$ cat config.mk
export PLATFORM = sky130hd
export DESIGN_NAME = clic_dispatch
export DESIGN_NICKNAME = d
export VERILOG_FILES = /design/src/rtl/clic_dispatch.sv
export SDC_FILE = /design/constraint.sdc
export NUM_CORES = 1
export LEC_CHECK = 0
export ABC_AREA = 1
export CAP_MARGIN = 20
export CORE_MARGIN = 10
export CORE_UTILIZATION = 25
export CTS_CLUSTER_DIAMETER = 50
export DETAILED_ROUTE_END_ITERATION = 10
export PLACE_DENSITY = 0.52
export SLEW_MARGIN = 20
export SYNTH_ARGS = -nofsm -noshare
export SYNTH_HDL_FRONTEND = slang
export SYNTH_SLANG_ARGS = --single-unit
$ cat constraint.sdc
create_clock -name clk -period 1.5 [get_ports clk]
set_clock_uncertainty 0.15 [all_clocks]
set_input_delay 0.375 -clock clk [delete_from_list [all_inputs] [get_ports clk]]
set_output_delay 0.375 -clock clk [all_outputs]
set_load 0.03 [all_outputs]
$ cat src/rtl/clic_dispatch.sv
// rtl/clic_dispatch.sv - CLIC dispatch stage: request/ack handshake, threshold ownership, nesting stack
module clic_dispatch #(
    parameter int N_ENTRIES   = 4,
    parameter int PRIO_W      = 3,
    parameter int IDX_W       = $clog2(N_ENTRIES),
    parameter int DEPTH       = 4,
    parameter int BASE_THRESH = 0,
    localparam int DEP_W      = $clog2(DEPTH + 1)
) (
    input  logic                 clk,
    input  logic                 reset,
    input  logic                 is_interrupt,
    input  logic [IDX_W-1:0]     index,
    input  logic [PRIO_W-1:0]    prio_in,
    output logic [PRIO_W-1:0]    threshold,
    output logic                 irq_req,
    output logic [IDX_W-1:0]     irq_index,
    input  logic                 irq_ack,
    input  logic                 irq_ret,
    output logic [N_ENTRIES-2:0] pend_clr,
    output logic [DEP_W-1:0]     depth,
    output logic                 err
);
    localparam int SP_W = (DEPTH > 1) ? $clog2(DEPTH) : 1;

    typedef enum logic {IDLE, REQ} state_t;

    state_t              state, state_n;
    logic [PRIO_W-1:0]   lat_prio, prio_n, thr_n;
    logic [PRIO_W-1:0]   stack [DEPTH];
    logic                req_n, err_n, push, accept;
    logic [IDX_W-1:0]    idx_n;
    logic [DEP_W-1:0]    depth_n;
    logic [N_ENTRIES-2:0] pclr_n;
    logic [SP_W-1:0]     sp_top;

    assign sp_top = SP_W'(depth - 1'b1);
    assign accept = (state == REQ) && irq_ack;

    always_comb begin
        state_n = state;
        req_n   = irq_req;
        idx_n   = irq_index;
        prio_n  = lat_prio;
        thr_n   = threshold;
        depth_n = depth;
        pclr_n  = '0;
        err_n   = err;
        push    = 1'b0;
        case (state)
            IDLE: begin
                if (is_interrupt && (depth != DEP_W'(DEPTH))) begin
                    state_n = REQ;
                    req_n   = 1'b1;
                    idx_n   = index;
                    prio_n  = prio_in;
                end
            end
            REQ: begin
                // Raising the threshold to the accepted priority masks the
                // still-pending entry until its pend bit clears.
                if (irq_ack) begin
                    push    = 1'b1;
                    depth_n = depth + 1'b1;
                    thr_n   = lat_prio;
                    req_n   = 1'b0;
                    state_n = IDLE;
                    for (int i = 0; i < N_ENTRIES - 1; i++)
                        pclr_n[i] = (irq_index == IDX_W'(i));
                    if (irq_ret)
                        err_n = 1'b1;
                end
            end
            default: state_n = IDLE;
        endcase
        if (irq_ret && !accept) begin
            if (depth != '0) begin
                thr_n   = stack[sp_top];
                depth_n = depth - 1'b1;
            end else begin
                err_n = 1'b1;
            end
        end
    end

    always_ff @(posedge clk or posedge reset) begin
        if (reset) begin
            state     <= IDLE;
            irq_req   <= 1'b0;
            irq_index <= '0;
            lat_prio  <= '0;
            threshold <= PRIO_W'(BASE_THRESH);
            depth     <= '0;
            pend_clr  <= '0;
            err       <= 1'b0;
            for (int i = 0; i < DEPTH; i++)
                stack[i] <= '0;
        end else begin
            state     <= state_n;
            irq_req   <= req_n;
            irq_index <= idx_n;
            lat_prio  <= prio_n;
            threshold <= thr_n;
            depth     <= depth_n;
            pend_clr  <= pclr_n;
            err       <= err_n;
            if (push)
                stack[SP_W'(depth)] <= threshold;
        end
    end
endmodule

==> key figures, run 1 <==
Global route
  – GR Overflow Total: 0
  – Largest net degree at the start of global routing: 30
  – Initial antenna violation count: 0
  – Global Route Usage Sum: 7.727%
  – First-pass GRT wire length: between 5000 and 6000 µm
  – Number of global-route vias before repair: 1135

Timing
  – Max-slew violation count: 0
  – Final Hold Viols: 0
  – Relative slew slack: 86.16%
  – RSZ-0062 raised after global routing: yes
  – Worst Tran Pin Value: 207.7 ps
  – Final period util: between 90 and 100%
  – Max frequency: 682.3 MHz
  – Final setup viols: 0
  – Tmin final: 1466 ps

Power and ir drop
  – Internal power: 2.362 mW
  – Switching Share: 42.46%
  – Tot Pwr: just over 4 mW
  – VDD IR-drop max: 875.9 µV
  – PD cells: 2141 nW/µm²
  – Seq pwr share: 33.6%
  – Clock power frac: around 17%
  – Comb power frac: 49.2%
  – Leak: 0.9948 nW
  – NetSw: 1.743 mW

Synth
  – Register bit total from synthesis: 29
  – Distinct cells, synth: 21
  – Post-synthesis sequential area ratio: 51.92%
  – Mean Syn Cell Area: 8.221 µm²
  – Cell area after synthesis: about 1400 µm²
  – Mapped Nets: 185
  – Mapped Cells: 170
  – Yosys warns: 0

Floorplan
  – Initial core utilization: 25.54%
  – Die W: 94.77 µm
  – Core Region: between 5000 and 6000 µm²
  – Die Y: 94.77 µm
  – Die Area: 8981 µm²
  – Core Rows: 27
  – Io pins: 23

Route
  – Final ANT Viol Nets: 0
  – Drt first pass iters: 4
  – Via-to-Cell Ratio: 4.043
  – Via count: 1136
  – Post-Route WL: around 3200 µm
  – DRC viols: 0
  – WL/cell: 11.24 µm
  – First DRT Iteration DRCs: 57

Layout
  – Most common cell after layout, fill and taps aside: nand2_1
  – # nets final: about 220
  – Diode count: 0
  – Most frequent cells in the layout: 48 x nand2_1, 31 x inv_1, 27 x dfrtp_1
  – Area Growth Syn to Fin: 37.15%
  – Post-layout util: 35.03%
  – Fraction of layout cells with a size suffix above 1: 23.44%
  – Post-route non-filler standard cell count: 281

Clock network
  – Clk buf depth: 2
  – Clock transition at path regs: 60 ps
  – H-tree lvl count: 2
  – Clock Latency Late Sink: 280 ps
  – TritonCTS clock tree: done
  – TritonCTS Buffers: 5
  – Root Buffer Master: clkbuf_8
  – CTS Sinks: 29
  – Post-CTS Hold Buffers: 0

Worst setup path
  – CP Data Arrival Time: 940 ps
  – Reg2reg start: depth[0]
  – Reg2reg end: depth[1]
  – Req. time, crit path: 970 ps
  – Critical path endpoint category: primary output
  – Worst Path Max Fanout: 3
  – Worst reg2reg setup slack: 100 ps
  – R2R cell count: 6
  – Crit Path Category: reg2out
  – Startpoint Class: flip-flop

Min path
  – Hold WC Path Type: in2async

Place
  – Final RePlAce weighted congestion: 0.8046
  – IO buf count: 22
  – Placed Instances: between 200 and 300
  – Hpwl dp: 2432 µm

Flow run
  – Number of max-cap violations: 0

Status
  – Status: finished clean
==> logic make-up (layout without fill, tap and decap cells) <==
logic type	count (synthesis)	in the layout	synth area share, %
simple gates	76	76	24.17
buf+inv	37	76	10.74
flops	29	29	51.93
compound gates	22	22	8.057
fa+ha+maj	5	5	4.476
xor+xnor	1	1	0.6268
==> repair_timing <==
item	4_1_cts	5_1_grt
buffers inserted	0	1
resized for setup	3	8
endpoints found under the setup margin	5	17
==> final cells by class <==
| type | count | area (µm²) |
|---|---|---|
| timing repair buffer | 34 | 297.8 |
| fill | 604 | 3556 |
| clock inverter | 1 | 5.005 |
| inverter | 34 | 135.1 |
| sequential | 29 | 728.2 |
| multi-input combinational | 104 | 564.3 |
| clock buffer | 7 | 96.34 |
| tap | 72 | 90.09 |
==> registers in the layout, indices dropped and copies added (netlist names) <==
register / cells
irq_req: 1
pend_clr: 3
lat_prio: 3
state: 1
threshold: 3
err: 1
depth: 3
stack: 12
irq_index: 2
==> how the worst max path moves through the flow <==
stage                         from           end  slack (ps)  cells past startpoint
after detailed placement   irq_ack      stack[9]        -300                      6
final                     depth[1]      depth[1]          30                      2
after CTS                  irq_ack      stack[3]          -5                      6
after global placement     irq_ack      stack[9]        -280                      6
after global routing      depth[0]      depth[1]         -30                      6
after floorplan           depth[0]  irq_index[0]          -7                      8
==> critical path: stages (launching register included) <==
cell and delay, ps:
dfrtp_2 410, buf_6 130, buf_6 130
==> power by group through the flow <==
stage               clock [mW]  sequential [mW]  combinational, mW
floorplan                    0             1.60               1.07
global placement             0             1.39               1.95
detailed placement           0             1.38               1.96
CTS                      0.727             1.37               1.98
global route             0.764             1.42               2.31
finish                   0.707             1.38               2.02
==> cell usage after synthesis <==
library cell / number / area share, %
a21o_1: 1 / 0.54
a21oi_1: 1 / 0.36
buf_2: 2 / 0.72
buf_6: 1 / 0.81
clkinv_2: 1 / 0.36
dfrtp_1: 29 / 52
ha_1: 5 / 4.5
inv_1: 31 / 8.3
inv_2: 2 / 0.54
nand2_1: 51 / 14
nand2_2: 2 / 0.90
nand2_4: 1 / 0.81
nand3_1: 17 / 6.1
nand3_2: 1 / 0.72
nor2_1: 1 / 0.27
nor2_4: 1 / 0.81
nor3_1: 1 / 0.36
nor3b_1: 1 / 0.54
o21ai_0: 15 / 5.4
o21ai_1: 5 / 1.8
xnor2_1: 1 / 0.63
==> stage by stage <==
stage	worst slack (ps)	hold WS [ps]	area (µm²)	TNS [ps]
2_1_floorplan	-7.009	303.0	1433	-7.009
3_3_place_gp	-279.6	293.3	1772	-4623
3_5_place_dp	-304.1	301.0	1772	-5084
4_1_cts	-4.585	287.9	1879	-4.585
5_1_grt	-29.15	297.5	1917	-55.11
6_report	34.35	283.8	1917	0
==> routing by layer <==
| metal | vias to the layer above | GRT usage [%] | wire length, µm |
|---|---|---|---|
| met5 | - | 0 | 0 |
| met4 | 0 | 3.367 | 45 |
| met3 | 5 | 3.331 | 189 |
| met2 | 24 | 10.24 | 1331 |
| met1 | 509 | 10.53 | 1591 |
| li1 | 598 | - | - |
(Power assumes the default switching activity.)
==> run 2: changes to the inputs <==
--- a/config.mk
+++ b/config.mk
@@ -11,7 +11,6 @@
 export CORE_UTILIZATION = 25
 export CTS_CLUSTER_DIAMETER = 50
 export DETAILED_ROUTE_END_ITERATION = 10
-export PLACE_DENSITY = 0.52
 export SLEW_MARGIN = 20
 export SYNTH_ARGS = -nofsm -noshare
 export SYNTH_HDL_FRONTEND = slang
==> run 2 against run 1 <==
Effect of this change:
- routed wire length increased by 1.7%
- sequential power about the same
- non-clock buffer count unchanged
- sequential cell count unchanged
- fmax increased by 0.40%
- critical path type unchanged
==> key figures, run 2 (synthesis gave the netlist of run 1 again) <==
Place
  – IO buf count: 22 (unchanged)
  – Hpwl dp: 2416 µm (-0.65%)
  – Final RePlAce weighted congestion: 0.7924 (-1.5%)
  – Cell Area, Placed: 1779 µm² (+0.42%)

Worst setup path
  – Max incr delay on CP: 400 ps (about the same)
  – Crit Path Category: reg2out
  – Crit-path slowest cell: dfrtp_2
  – Startpoint Class: flip-flop
  – Top cell by count, worst path: buf_6
  – Cells along the critical path: buf_6, buf_6
  – Req. time, crit path: 970 ps (about the same)
  – Critical path endpoint category: primary output
  – Worst Path Max Fanout: 3 (unchanged)
  – CP Data Arrival Time: 930 ps (about the same)

Power and ir drop
  – Switching Share: 41.37% (-1.1 points)
  – Leak: 0.9989 nW (+0.41%)
  – NetSw: 1.751 mW (+0.47%)
  – Clock power frac: 19.7% (+2.5 points)
  – Seq pwr share: 32.8% (-0.8 points)
  – Comb power frac: 47.5% (-1.7 points)
  – PD cells: 2185 nW/µm² (+2.0%)
  – Internal power: 2.481 mW (+5.1%)
  – VDD IR-drop max: 1161 µV (+32%)

Layout
  – Diode count: 0 (unchanged)
  – # nets final: 223 (unchanged)
  – Fraction of layout cells with a size suffix above 1: 22.49% (-0.96 points)
  – Design area: 1937 µm² (+1.0%)
  – Top reg by flops: stack
  – Area Growth Syn to Fin: 38.59%
  – Multi-input gate area: 569.3 µm² (+0.89%)
  – Fill cell count: 589 (-2.5%)
  – Most frequent cells in the layout: 49 x nand2_1, 31 x inv_1, 27 x dfrtp_1
  – Max reg flops: 12 (unchanged)
  – Most common cell after layout, fill and taps aside: nand2_1
  – Seq. cell area: 728.2 µm² (unchanged)

Timing
  – Setup TNS: 0 ps (unchanged)
  – Final setup viols: 0 (unchanged)
  – Max frequency: 685.0 MHz (+0.40%)
  – Worst Tran Pin Value: 198.2 ps (-9.420 ps)
  – Relative slew slack: 86.78% (+0.63 points)
  – RSZ-0062 raised after global routing: yes
  – Final Hold Viols: 0 (unchanged)
  – Tmin final: 1460 ps (-5.828 ps)
  – Final period util: 97.32% (-0.39 points)
  – Max-slew violation count: 0 (unchanged)

Route
  – Post-Route WL: 3213 µm (+1.7%)
  – WL/cell: 11.43 µm (+1.7%)
  – Drt first pass iters: 4 (unchanged)
  – First DRT Iteration DRCs: 68 (+19%)
  – Via-to-Cell Ratio: 4.125 (+2.0%)
  – Via count: 1159 (+2.0%)
  – DRC viols: 0 (unchanged)
  – Final ANT Viol Nets: 0 (unchanged)

Floorplan
  – Initial core utilization: 25.54% (unchanged)
  – Core Region: 5473 µm² (unchanged)
  – Io pins: 23 (unchanged)
  – Die Y: 94.77 µm (unchanged)
  – Core Rows: 27 (unchanged)
  – Die W: 94.77 µm (unchanged)
  – Die Area: 8981 µm² (unchanged)

Clock network
  – H-tree lvl count: 2 (unchanged)
  – Root Buffer Master: clkbuf_8
  – TritonCTS clock tree: done
  – TritonCTS Buffers: 5 (unchanged)
  – CTS Sinks: 29 (unchanged)
  – Clock transition at path regs: 60 ps (about the same)
  – Clk buf depth: 2 (unchanged)
  – Clock Latency Late Sink: 280 ps (about the same)

Global route
  – Global Route Usage Sum: 8.200% (+0.47 points)
  – Number of global-route vias before repair: 1208 (+6.4%)
  – GR Overflow Total: 0 (unchanged)
  – Initial antenna violation count: 0 (unchanged)
  – Largest net degree at the start of global routing: 30 (unchanged)
  – First-pass GRT wire length: 5720 µm (+5.1%)

Flow run
  – Number of max-cap violations: 0 (unchanged)

Status
  – Status: finished clean

Min path
  – Hold WC Path Type: in2async
==> run 2: cell type report <==
class                      count  area share [%]
clock buffer                   7           4.457
clock inverter                 1           1.550
inverter                      34           6.977
multi-input combinational    104           29.39
sequential                    29           37.60
tap                           72           4.651
timing repair buffer          34           15.37
==> run 2: final timing paths <==
| kind | to | slack [ps] | depth (start not counted) | from |
|---|---|---|---|---|
| setup / recovery | depth[1] | 40 | 2 | depth[1] |
| hold / removal | lat_prio[1] | 260 | 3 | reset |
| setup reg to reg | threshold[1] | 90 | 8 | depth[0] |
| hold reg to reg | err | 310 | 1 | err |
| max in group asynchronous | depth[0] | 750 | 3 | reset |
| min in group clk | err | 310 | 1 | err |
==> run 2: power by group through the flow <==
stage               logic, mW  clock network, mW  registers [mW]
floorplan                1.07                  0            1.60
global placement         1.94                  0            1.39
detailed placement       1.95                  0            1.39
CTS                      1.99              0.862            1.38
global route             2.30              0.891            1.43
finish                   2.01              0.833            1.39
==> run 2: worst max-delay path, delay by kind of cell, from the launching register on <==
family                 cells  cell delay [ps]
buffers and inverters      2              260
flip-flops                 1              400
==> run 2: repair_timing <==
action / 4_1_cts / 5_1_grt
hold buffers: 0 / 0
gates resized for setup: 3 / 7
setup buffers: 0 / 0
endpoints found under the setup margin: 3 / 16
==> run 2: through the flow <==
stage / worst slack, ps / hold slack (ps) / power, mW / util (%) / cells
2_1_floorplan: -7.009 / 303.0 / 2.674 / - / 170
3_3_place_gp: -277.8 / 295.1 / 3.326 / 32.51 / 273
3_5_place_dp: -315.8 / 300.4 / 3.337 / 32.51 / 273
4_1_cts: 17.88 / 265.7 / 4.230 / 34.82 / 281
5_1_grt: -8.082 / 290.4 / 4.620 / 35.39 / 281
6_report: 40.18 / 264.3 / 4.232 / 35.39 / 281
==> run 2: per-layer routing <==
layer,vias up,wire [µm],track usage [%]
met1,532,1516,10.49
met4,0,49,3.741
met2,23,1429,11.56
li1,599,-,-
met3,5,217,3.648
met5,-,0,0
